`src/rtl/note_sequencer_if.sv`:
```
// Control/status bundle for note_sequencer: start/snapshot inputs toward the
// sequencer, tone and progress outputs back to whoever drives it.
interface note_sequencer_if #(
  parameter int NUM_NOTES = 3,
  parameter int FREQ_W    = 10,
  parameter int DUR_W     = 8,
  parameter int REP_W     = 2
);
  localparam int IDX_W = (NUM_NOTES > 1) ? $clog2(NUM_NOTES) : 1;

  logic                                   start;
  logic [NUM_NOTES*(FREQ_W+DUR_W)-1:0]    notes;
  logic [REP_W-1:0]                       repeats;
  logic                                   pwm;
  logic                                   busy;
  logic [IDX_W-1:0]                       note_idx;
  logic                                   done;

  modport master (output start, notes, repeats, input pwm, busy, note_idx, done);
  modport slave  (input start, notes, repeats, output pwm, busy, note_idx, done);
endinterface

```
`src/rtl/note_sequencer.sv`:
```
// Plays NUM_NOTES (freq, dur) pairs repeats+1 times using an NCO tone and a tick prescaler.
// Define NOTE_SEQ_GAP_EN to insert a silent GAP of GAP_TICKS ticks after every note.
module note_sequencer #(
  parameter int NUM_NOTES = 3,
  parameter int FREQ_W    = 10,
  parameter int DUR_W     = 8,
  parameter int REP_W     = 2,
  parameter int CLK_HZ    = 24_000_000,
  parameter int TICK_HZ   = 100,
  parameter int ACC_W     = 32,
  parameter int GAP_TICKS = 1
) (
  input logic             int_osc,
  input logic             reset,
  note_sequencer_if.slave bus
);
  localparam int NOTE_W   = FREQ_W + DUR_W;
  localparam int IDX_W    = (NUM_NOTES > 1) ? $clog2(NUM_NOTES) : 1;
  localparam int TICK_CYC = CLK_HZ / TICK_HZ;
  localparam int PRE_W    = (TICK_CYC > 1) ? $clog2(TICK_CYC) : 1;
  localparam int GAP_CW   = $clog2(GAP_TICKS + 1);
  localparam int CNT_W    = (DUR_W > GAP_CW) ? DUR_W : GAP_CW;

  localparam longint unsigned INC_SCALE = (64'd1 << ACC_W) / CLK_HZ;
  localparam logic [ACC_W-1:0] INC_K    = ACC_W'(INC_SCALE);
  localparam logic [PRE_W-1:0] PRE_LAST = PRE_W'(TICK_CYC - 1);
  localparam logic [IDX_W-1:0] IDX_LAST = IDX_W'(NUM_NOTES - 1);

  localparam logic [1:0] IDLE = 2'd0;
  localparam logic [1:0] PLAY = 2'd1;
`ifdef NOTE_SEQ_GAP_EN
  localparam logic [1:0] GAP  = 2'd2;
`endif

  logic [1:0]                  state;
  logic                        busy_r;
  logic                        done_r;
  logic [IDX_W-1:0]            idx;
  logic [REP_W-1:0]            pass;
  logic [PRE_W-1:0]            presc;
  logic [CNT_W-1:0]            cnt;
  logic [ACC_W-1:0]            acc;
  logic [NUM_NOTES*NOTE_W-1:0] notes_sh;
  logic [REP_W-1:0]            repeats_sh;

  logic [FREQ_W-1:0] cur_freq;
  logic [DUR_W-1:0]  cur_dur;
  logic [ACC_W-1:0]  inc;
  logic              tick_wrap;
  logic              note_end;
  logic [1:0]        adv_state;
  logic [IDX_W-1:0]  adv_idx;
  logic [REP_W-1:0]  adv_pass;
  logic              adv_done;

  // Mux loop keeps the note select in range for non-power-of-two NUM_NOTES.
  always_comb begin
    cur_freq = '0;
    cur_dur  = '0;
    for (int k = 0; k < NUM_NOTES; k++) begin
      if (idx == IDX_W'(k)) begin
        {cur_freq, cur_dur} = notes_sh[k*NOTE_W +: NOTE_W];
      end
    end
  end

  assign inc       = ACC_W'(cur_freq) * INC_K;
  assign tick_wrap = (presc == PRE_LAST);
  assign note_end  = (cur_dur == '0) || (tick_wrap && (cnt + CNT_W'(1) == CNT_W'(cur_dur)));

  // What follows the current note: next note, next pass, or finish.
  always_comb begin
    adv_state = PLAY;
    adv_idx   = idx;
    adv_pass  = pass;
    adv_done  = 1'b0;
    if (idx != IDX_LAST) begin
      adv_idx = idx + 1'b1;
    end else if (pass < repeats_sh) begin
      adv_idx  = '0;
      adv_pass = pass + 1'b1;
    end else begin
      adv_state = IDLE;
      adv_done  = 1'b1;
    end
  end

  always_ff @(posedge int_osc) begin
    if (reset) begin
      state      <= IDLE;
      busy_r     <= 1'b0;
      done_r     <= 1'b0;
      idx        <= '0;
      pass       <= '0;
      presc      <= '0;
      cnt        <= '0;
      acc        <= '0;
      notes_sh   <= '0;
      repeats_sh <= '0;
    end else if (bus.start) begin
      notes_sh   <= bus.notes;
      repeats_sh <= bus.repeats;
      state      <= PLAY;
      busy_r     <= 1'b1;
      done_r     <= 1'b0;
      idx        <= '0;
      pass       <= '0;
      presc      <= '0;
      cnt        <= '0;
      acc        <= '0;
    end else begin
      done_r <= 1'b0;
      case (state)
        PLAY: begin
          if (note_end) begin
            // Clearing acc here makes every note (and GAP/IDLE) start with pwm low.
            acc   <= '0;
            presc <= '0;
            cnt   <= '0;
`ifdef NOTE_SEQ_GAP_EN
            state <= GAP;
`else
            state  <= adv_state;
            idx    <= adv_idx;
            pass   <= adv_pass;
            busy_r <= ~adv_done;
            done_r <= adv_done;
`endif
          end else begin
            acc   <= acc + inc;
            presc <= tick_wrap ? '0 : presc + 1'b1;
            if (tick_wrap) cnt <= cnt + 1'b1;
          end
        end
`ifdef NOTE_SEQ_GAP_EN
        GAP: begin
          if (tick_wrap && (cnt + CNT_W'(1) == CNT_W'(GAP_TICKS))) begin
            presc  <= '0;
            cnt    <= '0;
            state  <= adv_state;
            idx    <= adv_idx;
            pass   <= adv_pass;
            busy_r <= ~adv_done;
            done_r <= adv_done;
          end else begin
            presc <= tick_wrap ? '0 : presc + 1'b1;
            if (tick_wrap) cnt <= cnt + 1'b1;
          end
        end
`endif
        default: ;
      endcase
    end
  end

  assign bus.pwm      = acc[ACC_W-1];
  assign bus.busy     = busy_r;
  assign bus.note_idx = idx;
  assign bus.done     = done_r;
endmodule

```
`src/flat_wrapper.sv`:
```
// flat-port wrapper written by rule: the top's interface ports become plain ports
module note_sequencer_flat 
#(
  parameter int NUM_NOTES = 3,
  parameter int FREQ_W    = 10,
  parameter int DUR_W     = 8,
  parameter int REP_W     = 2,
  parameter int CLK_HZ    = 24_000_000,
  parameter int TICK_HZ   = 100,
  parameter int ACC_W     = 32,
  parameter int GAP_TICKS = 1
)
  (int_osc, reset, bus_start, bus_notes, bus_repeats, bus_pwm, bus_busy, bus_note_idx, bus_done);
  note_sequencer_if #(.NUM_NOTES(NUM_NOTES), .FREQ_W(FREQ_W), .DUR_W(DUR_W), .REP_W(REP_W)) bus_i ();
  input logic int_osc;
  input logic reset;
  input wire logic [$bits(bus_i.start)-1:0] bus_start;
  input wire logic [$bits(bus_i.notes)-1:0] bus_notes;
  input wire logic [$bits(bus_i.repeats)-1:0] bus_repeats;
  output wire logic [$bits(bus_i.pwm)-1:0] bus_pwm;
  output wire logic [$bits(bus_i.busy)-1:0] bus_busy;
  output wire logic [$bits(bus_i.note_idx)-1:0] bus_note_idx;
  output wire logic [$bits(bus_i.done)-1:0] bus_done;
  assign bus_i.start = bus_start;
  assign bus_i.notes = bus_notes;
  assign bus_i.repeats = bus_repeats;
  assign bus_pwm = bus_i.pwm;
  assign bus_busy = bus_i.busy;
  assign bus_note_idx = bus_i.note_idx;
  assign bus_done = bus_i.done;
  note_sequencer #(.NUM_NOTES(NUM_NOTES), .FREQ_W(FREQ_W), .DUR_W(DUR_W), .REP_W(REP_W), .CLK_HZ(CLK_HZ), .TICK_HZ(TICK_HZ), .ACC_W(ACC_W), .GAP_TICKS(GAP_TICKS)) u_core (.int_osc(int_osc), .reset(reset), .bus(bus_i));
endmodule
```
`config.mk`:
```
export PLATFORM = sky130hd
export DESIGN_NAME = note_sequencer_flat
export DESIGN_NICKNAME = d
export VERILOG_FILES = /design/src/rtl/note_sequencer_if.sv /design/src/rtl/note_sequencer.sv /design/src/flat_wrapper.sv
export SDC_FILE = /design/constraint.sdc
export NUM_CORES = 1
export LEC_CHECK = 0
export CAP_MARGIN = 10
export CORE_ASPECT_RATIO = 0.9
export CORE_UTILIZATION = 55
export DETAILED_ROUTE_END_ITERATION = 6
export PLACE_DENSITY = 0.87
export RECOVER_POWER = 100
export SLEW_MARGIN = 20
export SYNTH_ARGS = -nofsm -noshare
export SYNTH_HDL_FRONTEND = slang
export SYNTH_SLANG_ARGS = --single-unit
```
`constraint.sdc`:
```
create_clock -name int_osc -period 8.8 [get_ports int_osc]
set_clock_uncertainty 0.2 [all_clocks]
set_input_delay 0.88 -clock int_osc [delete_from_list [all_inputs] [get_ports int_osc]]
set_output_delay 0.88 -clock int_osc [all_outputs]
set_load 0.005 [all_outputs]
```
==> results.tsv, run 1 <==
stage	metric	value	unit
worst_setup_path	criticalPathCategory	flop to flop	
worst_setup_path	critPathMaxFanout	22	
power	p_leak	3.76	nW
power	total_power_of_the_final_layout	1.61	mW
clock_network	tritoncts_clock_tree	done	
status	run_status	finished with violations	
grt	antenna_found_initial	1	
clock_network	clock_tree.buffer_depth	2	
worst_setup_path	critPathLaunchType	flop	
clock_network	clock_insertion_delay_worst_skew	0.42	ns
synthesis	mappedNetlistNets	985	
die	start_util	57.2	%
worst_setup_path	worstPathArrival	7.22	ns
detailed_routing	vias_per_cell	5.66	
clock_network	cts_buffers	17	
clock_network	clock_pin_slew_reported_for_the_worst_setup_and_hold_paths_after_clock_tree_synthesis	0.06	ns
sta	fmax	141	MHz
worst_setup_path	critical_path.top_delay_family	adder cells	
die	die_w	124	um
synthesis	sequential_share_of_the_synthesized_area	32.2	%
die	design.die.area	0.0139	mm^2
worst_setup_path	critical_path.max_stage_delay	0.72	ns
clock_network	cts-htree-levels	4	
sta	worst_pin_slew	4.03	ns
status	failed_checks	max-capacitance violations, max-slew violations	
synthesis	synth.ff_latch_count	119	
synthesis	synth.lib_cells_used.distinct	58	
sta	finalMaxSlewViolations	86	
cells_and_area	layout_net_count	1039	
detailed_routing	route.vias.total	6115	
sta	finalHoldWorstSlack	0.265	ns
worst_setup_path	critical_path.cell_chain	clkbuf_1 -> o21a_1 -> inv_1 -> ha_1 -> ha_1 -> ha_1 -> fa_1 -> ha_1 -> nor2b_1 -> o21ai_0 -> a21boi_0 -> o21ai_0 -> a22oi_1 -> a41o_1 -> o41a_1 -> xnor2_1 -> ha_1 -> nand4_1 -> nor4_4 -> o21ai_0 -> or3_1 -> o22ai_1	
detailed_routing	drtIter0Drc	415	
die	die_height	112	um
sta	worst_slew_slack_as_a_fraction_of_its_limit	-169	%
synthesis	yosysWarnings	0	
synthesis	synth-main-ff-cell	dfxtp_1	
die	floorplan_core_area	0.0129	mm^2
run	max-cap-violations	3	
sta	rsz0062_at_grt	no	
power	power-per-cell-area	184	mW/mm^2
sta	timing.final.crit_period	7.07	ns
synthesis	async_flop_share	0	%
sta	timing_hold_violations_final	0	
clock_network	cts.repair_timing.setup_buffer_count	0	
sta	setup_viol_count_final	0	
synthesis	synth_enable_flop_cells	0	
synthesis	post_synthesis_cells	849	
grt	first_global_vias	5975	
worst_hold_path	type_of_the_most_critical_hold_path	flop to flop	
worst_setup_path	worstPathRequired	8.94	ns
detailed_routing	drtPass1Iterations	5	
grt	residual_overflow_from_global_routing	0	
clock_network	clock-root-buffer	clkbuf_16	
die	floorplan.rows	39	
grt	grt_start_max_net_pins	61	
power	vdd_drop_max	0.000161	V
detailed_routing	ant_nets	0	
sta	finalSetupTns	0	ns
worst_setup_path	worst_setup_path_end_kind	flop	
placement	final_gp_congestion	0.847	
grt	grtUsageTotal	25.3	%
placement	dp_hpwl	11600	um
cells_and_area	layout-drive-gt1-share	5.24	%
clock_network	hold_fix_buffer_count_after_cts	0	
worst_setup_path	path_buf_inv	2	
worst_setup_path	timing.critical_path.mode_cell	ha_1	
grt	grt_first_pass_wirelength	28800	um
clock_network	cts.repair.resized	0	
die	io_pins	64	
cells_and_area	synthToLayoutAreaGrowth	17.6	%
sta	period_share	80.4	%
synthesis	avgSynthCellArea	8.72	um^2
detailed_routing	route.final.wire_length	17100	um
worst_setup_path	critical-path-slowest-cell	clkbuf_1	
detailed_routing	route.detailed.wl_per_inst	15.9	um
cells_and_area	final_antenna_diode_count	0	
synthesis	synth.cell_area	0.00740	mm^2
detailed_routing	drc	0	
clock_network	tritoncts_num_sinks	119	
placement	place.port_buffers	63	
## stage by stage
step / util [%] / setup slack [ns] / area (um^2) / std cells
floorplan: - / 2.29 / 7400 / 849
finish: 67.3 / 1.73 / 8710 / 1080
detailed placement: 62.8 / 2.32 / 8120 / 1048
global route: 67.3 / 1.14 / 8710 / 1080
global placement: 62.8 / 2.60 / 8120 / 1048
CTS: 67.5 / 2.22 / 8730 / 1080
## state kept, by name, indices dropped and copies added, names as in the netlist
name and count:
u_core.cnt 8, u_core.repeats_sh 2, u_core.bus.done 1, u_core.presc 18
u_core.pass 2, u_core.bus.note_idx 2, u_core.notes_sh 54, u_core.bus.busy 1
u_core.acc 31
## metal layers
metal  vias up  track usage (%)  wire (um)
met2       169             42.1       8050
li1       3039                -          -
met1      2884             34.1       8030
met4         0             7.15        214
met3        23             3.91        850
met5         -                0          0
## logic make-up (layout without fill, tap and decap cells)
logic type,count (synthesis),after routing,share of synthesized area [%]
xor+xnor,59,59,7.54
compound gates,132,132,11.6
fa+ha+maj,79,79,14.6
mux,81,81,11.0
flops,119,119,32.2
simple gates,277,277,17.6
buf+inv,102,169,5.49
## cell usage after synthesis (5+ instances only)
library cell    n  area, um^2
dfxtp_1       119        2380
nor2_1        114         428
mux2i_1        80         801
inv_1          67         251
ha_1           64         801
nand2_1        62         233
a21oi_1        32         160
xnor2_1        30         263
o21ai_0        26         130
xor2_1         26         228
clkbuf_1       22        82.6
nand3_1        21         105
nor3_1         19        95.1
o22ai_1        14        87.6
fa_1           13         260
and3_1          9        56.3
o211ai_1        9        67.6
nand4_1         8        50.1
a21o_1          7        52.6
buf_2           7        35.0
nand3b_1        7        52.6
o21bai_1        7        52.6
nor2b_1         6        37.5
a31oi_1         5        31.3
or2_2           5        31.3
or3_1           5        31.3
or4_1           5        37.5
## path summary, 6_finish.rpt
kind / from / end / slack (ns) / cells past startpoint
min reg2reg: u_core.acc[13] / u_core.acc[13] / 0.27 / 2
min: u_core.acc[13] / u_core.acc[13] / 0.27 / 2
max reg2reg: u_core.bus.note_idx[1] / u_core.acc[20] / 1.73 / 22
max: u_core.bus.note_idx[1] / u_core.acc[20] / 1.73 / 22
## worst register-to-register path, delay by kind of cell, from the launching register on
family | cells | cell delay, ns
compound gates | 9 | 1.99
xor+xnor | 1 | 0.17
fa+ha+maj | 6 | 2.07
buf+inv | 2 | 0.82
flops | 1 | 0.65
simple gates | 4 | 1.10
## layout make-up
| cell class | instances | area, um^2 |
|---|---|---|
| timing repair buffer | 69 | 654 |
| multi-input combinational | 628 | 4600 |
| clock buffer | 17 | 425 |
| sequential | 119 | 2380 |
| fill | 943 | 4230 |
| tap | 164 | 205 |
| clock inverter | 15 | 179 |
| inverter | 68 | 255 |
## report_power, final
part | total [mW] | internal, mW | leakage [nW] | switching [mW]
Combinational | 0.322 | 0.143 | 2.51 | 0.179
Sequential | 0.571 | 0.559 | 0.971 | 0.0126
Clock | 0.712 | 0.446 | 0.286 | 0.266
Total | 1.61 | 1.15 | 3.76 | 0.458
## placed cells by master (no fill, tap or decap), types with 4 or more instances in the layout
master / count
nor2b_1: 6
or2_2: 4
clkdlybuf4s50_1: 59
o21bai_1: 7
a21oi_1: 33
and3_1: 9
fa_1: 13
a21o_1: 7
ha_1: 64
a31oi_1: 5
o2111ai_1: 4
o21ai_0: 28
mux2i_1: 80
nor2_1: 114
clkbuf_16: 17
clkinvlp_4: 4
nand3b_1: 7
o211ai_1: 10
o21a_1: 4
or4_1: 5
nand2_1: 62
xnor2_1: 30
nand4_1: 8
xor2_1: 26
inv_1: 67
or3_1: 5
nand3_1: 21
nor3_1: 19
dfxtp_1: 119
o22ai_1: 14
No activity file was read; power rests on OpenSTA's default activity.
==> inputs of run 2 (changes only) <==
CORE_UTILIZATION = 53   (was 55)
PLACE_DENSITY = 0.88   (was 0.87)
clock period = 6.5 ns   (was 8.8 ns; I/O delays follow)
==> results.tsv, run 2 (synthesized netlist as in run 1, its figures left out) <==
stage	metric	value	unit	change
cells_and_area	most_used_cells_in_the_layout_excluding_fill_and_tap_cells	dfxtp_1, nor2_1, mux2i_1		unchanged
cells_and_area	layout-drive-gt1-share	6.30	%	was 5.24%
clock_network	clock-root-buffer	clkbuf_16		unchanged
placement	placed_cells_incl_taps	1055		was 1048
worst_setup_path	critPathCapture	u_core.acc[24]		was u_core.acc[20]
sta	worst_pin_slew	4.15	ns	was 4.03 ns
sta	fmax	160	MHz	was 141 MHz
cells_and_area	final_cells	1089		was 1080
power	power.share.sequential	34.7	%	was 35.6%
worst_setup_path	worstSetupPathDepth	23		was 22
worst_setup_path	worstPathRequired	6.56	ns	was 8.94 ns
placement	dp_hpwl	11800	um	was 11600 um
die	design.die.area	0.0144	mm^2	was 0.0139 mm^2
worst_setup_path	critical_path.cell_chain	mux2i_1 -> o21a_1 -> inv_1 -> ha_1 -> ha_1 -> ha_1 -> fa_1 -> ha_1 -> nor2b_1 -> o21ai_0 -> a21boi_1 -> o21ai_1 -> a22oi_1 -> a41o_1 -> o41a_1 -> xnor2_2 -> ha_1 -> nand2_1 -> a21oi_1 -> a211o_1 -> o2111ai_1 -> xor2_1 -> nor2_1		was clkbuf_1 -> o21a_1 -> inv_1 -> ha_1 -> ha_1 -> ha_1 -> fa_1 -> ha_1 -> nor2b_1 -> o21ai_0 -> a21boi_0 -> o21ai_0 -> a22oi_1 -> a41o_1 -> o41a_1 -> xnor2_1 -> ha_1 -> nand4_1 -> nor4_4 -> o21ai_0 -> or3_1 -> o22ai_1
clock_network	tritoncts_clock_tree	done		unchanged
worst_setup_path	r2r.worst_path.cells	23		was 22
worst_setup_path	critPathLaunchType	flop		unchanged
grt	residual_overflow_from_global_routing	0		unchanged
worst_hold_path	type_of_the_most_critical_hold_path	flop to flop		unchanged
clock_network	clock_tree.buffer_depth	2		unchanged
worst_setup_path	worstPathArrival	6.30	ns	was 7.22 ns
clock_network	hold_fix_buffer_count_after_cts	0		unchanged
grt	grt_first_pass_wirelength	28800	um	about the same
status	failed_checks	max-capacitance violations, max-slew violations		unchanged
worst_setup_path	crit_path_start	u_core.bus.note_idx[0]		was u_core.bus.note_idx[1]
worst_setup_path	worst-r2r-setup-slack	0.26	ns	was 1.73 ns
clock_network	tritoncts_num_sinks	119		unchanged
sta	worst_slew_slack_as_a_fraction_of_its_limit	-177	%	was -169%
power	internal_power	1.61	mW	was 1.15 mW
clock_network	clock_insertion_delay_worst_skew	0.42	ns	about the same
power	p_leak	3.82	nW	was 3.76 nW
grt	grt_start_max_net_pins	61		unchanged
power	total_switching_power	617	uW	was 458 uW
sta	worst_slack	0.257	ns	was 1.73 ns
sta	timing.final.crit_period	6.24	ns	was 7.07 ns
sta	period_share	96.0	%	was 80.4%
power	vdd_drop_max	0.000189	V	was 0.000161 V
worst_setup_path	critical-path-slowest-cell	dfxtp_4		was clkbuf_1
status	run_status	finished with violations		unchanged
clock_network	cts_buffers	17		unchanged
cells_and_area	reg.largest.list	u_core.notes_sh: 54 flops, u_core.acc: 31 flops, u_core.presc: 18 flops		unchanged
sta	finalMaxSlewViolations	85		was 86
grt	grtUsageTotal	24.9	%	was 25.3%
run	max-cap-violations	2		was 3
worst_setup_path	critical_path.max_stage_delay	0.50	ns	was 0.72 ns
die	floorplan.rows	40		was 39
placement	detailedPlace.worstSlack	0.0647	ns	was 2.32 ns
worst_setup_path	timing.critical_path.mode_cell	ha_1		unchanged
cells_and_area	max_ffs_per_register	54		unchanged
detailed_routing	vias_per_cell	5.72		was 5.66
cells_and_area	synthToLayoutAreaGrowth	19.0	%	was 17.6%
detailed_routing	route.vias.total	6232		was 6115
power	power.share.combinational	19.7	%	was 20.0%
power	total_power_of_the_final_layout	2.22	mW	was 1.61 mW
sta	timing_hold_violations_final	0		unchanged
worst_setup_path	critical_path.top_delay_family	compound AO/OA/AOI/OAI gates		was adder cells
cells_and_area	layout.cells.most_common	dfxtp_1		unchanged
detailed_routing	ant_nets	0		unchanged
cells_and_area	layout_net_count	1044		was 1039
detailed_routing	drc	0		unchanged
clock_network	cts-htree-levels	4		unchanged
placement	final_gp_congestion	0.859		was 0.847
cells_and_area	final_core_util	65.4	%	was 67.3%
die	start_util	55.0	%	was 57.2%
cells_and_area	final_antenna_diode_count	0		unchanged
die	die_height	114	um	was 112 um
worst_setup_path	worst_setup_path_end_kind	flop		unchanged
worst_setup_path	criticalPathCategory	flop to flop		unchanged
power	clock_power_share	45.6	%	was 44.4%
grt	first_global_vias	6111		was 5975
die	die_w	127	um	was 124 um
power	power-per-cell-area	252	mW/mm^2	was 184 mW/mm^2
detailed_routing	drtIter0Drc	500		was 415
worst_setup_path	reg2reg_to	u_core.acc[24]		was u_core.acc[20]
sta	finalSetupTns	0	ns	unchanged
clock_network	clock_pin_slew_reported_for_the_worst_setup_and_hold_paths_after_clock_tree_synthesis	0.06	ns	about the same
sta	rsz0062_at_grt	no		unchanged
grt	antenna_found_initial	0		was 1
detailed_routing	route.detailed.wl_per_inst	16.1	um	was 15.9 um
die	floorplan_core_area	0.0135	mm^2	was 0.0129 mm^2
die	io_pins	64		unchanged
sta	setup_viol_count_final	0		unchanged
detailed_routing	drtPass1Iterations	7		was 5
placement	place.port_buffers	63		unchanged
worst_setup_path	path_buf_inv	1		was 2
power	sw_frac_of_total	27.8	%	was 28.5%
worst_setup_path	critPathMaxFanout	18		was 22
worst_setup_path	r2r-start	u_core.bus.note_idx[0]		was u_core.bus.note_idx[1]
cells_and_area	top_register	u_core.notes_sh		unchanged
detailed_routing	route.final.wire_length	17500	um	was 17100 um
-- run 2: cell types whose count changed in the layout (fill, tap and decap cells not counted), moves of 2 or more --
cell,delta
o21ai_1,+3
buf_4,+6
clkinv_4,-2
clkinv_2,-2
o21ai_0,-3
-- run 2: worst min path at each step --
stage / from / endpoint / slack [ns] / depth (start not counted)
4_1_cts: u_core.acc[16] / u_core.acc[16] / 0.25 / 2
5_1_grt: u_core.acc[16] / u_core.acc[16] / 0.28 / 2
3_5_place_dp: u_core.acc[16] / u_core.acc[16] / 0.25 / 2
3_3_place_gp: u_core.acc[16] / u_core.acc[16] / 0.24 / 2
2_1_floorplan: u_core.acc[16] / u_core.acc[16] / 0.23 / 2
6_report: u_core.acc[16] / u_core.acc[16] / 0.25 / 2
-- run 2: routing by layer --
layer | vias to the layer above | routed length (um) | track usage, %
li1 | 3051 | - | -
met1 | 2952 | 7860 | 31.5
met2 | 205 | 8500 | 42.5
met3 | 24 | 914 | 5.93
met4 | 0 | 262 | 7.23
met5 | - | 0 | 0
-- run 2: what timing repair did --
item | 4_1_cts | 5_1_grt
pin swaps | 0 | 1
setup buffers | 0 | 2
gates cloned | 0 | 0
resized for setup | 1 | 4
endpoints found under the setup margin | 2 | 15
-- run 2: worst register-to-register path: cells and delay by family (launching register included) --
family / cells / cell delay, ns
xor+xnor: 2 / 0.42
fa+ha+maj: 6 / 2.04
mux: 1 / 0.25
simple gates: 3 / 0.29
flops: 1 / 0.50
buf+inv: 1 / 0.09
compound gates: 10 / 2.32
-- run 2: area by class of cell --
cell class	instances	area [um^2]
inverter	68	255
sequential	119	2390
tap	168	210
clock inverter	14	198
clock buffer	18	439
fill	997	4660
timing repair buffer	74	696
multi-input combinational	628	4620
-- run 2: metrics by stage --
stage | hold WS, ns | area (um^2)
6_report | 0.255 | 8810
5_1_grt | 0.277 | 8810
4_1_cts | 0.253 | 8790
3_5_place_dp | 0.246 | 8150
3_3_place_gp | 0.239 | 8150
2_1_floorplan | 0.230 | 7400
-- run 2: power by group through the flow --
stage / clock network [mW] / logic (mW) / registers, mW
floorplan: 0 / 0.309 / 0.782
global placement: 0 / 0.401 / 0.787
detailed placement: 0 / 0.419 / 0.788
CTS: 1.02 / 0.429 / 0.772
global route: 1.06 / 0.483 / 0.775
finish: 1.01 / 0.438 / 0.772
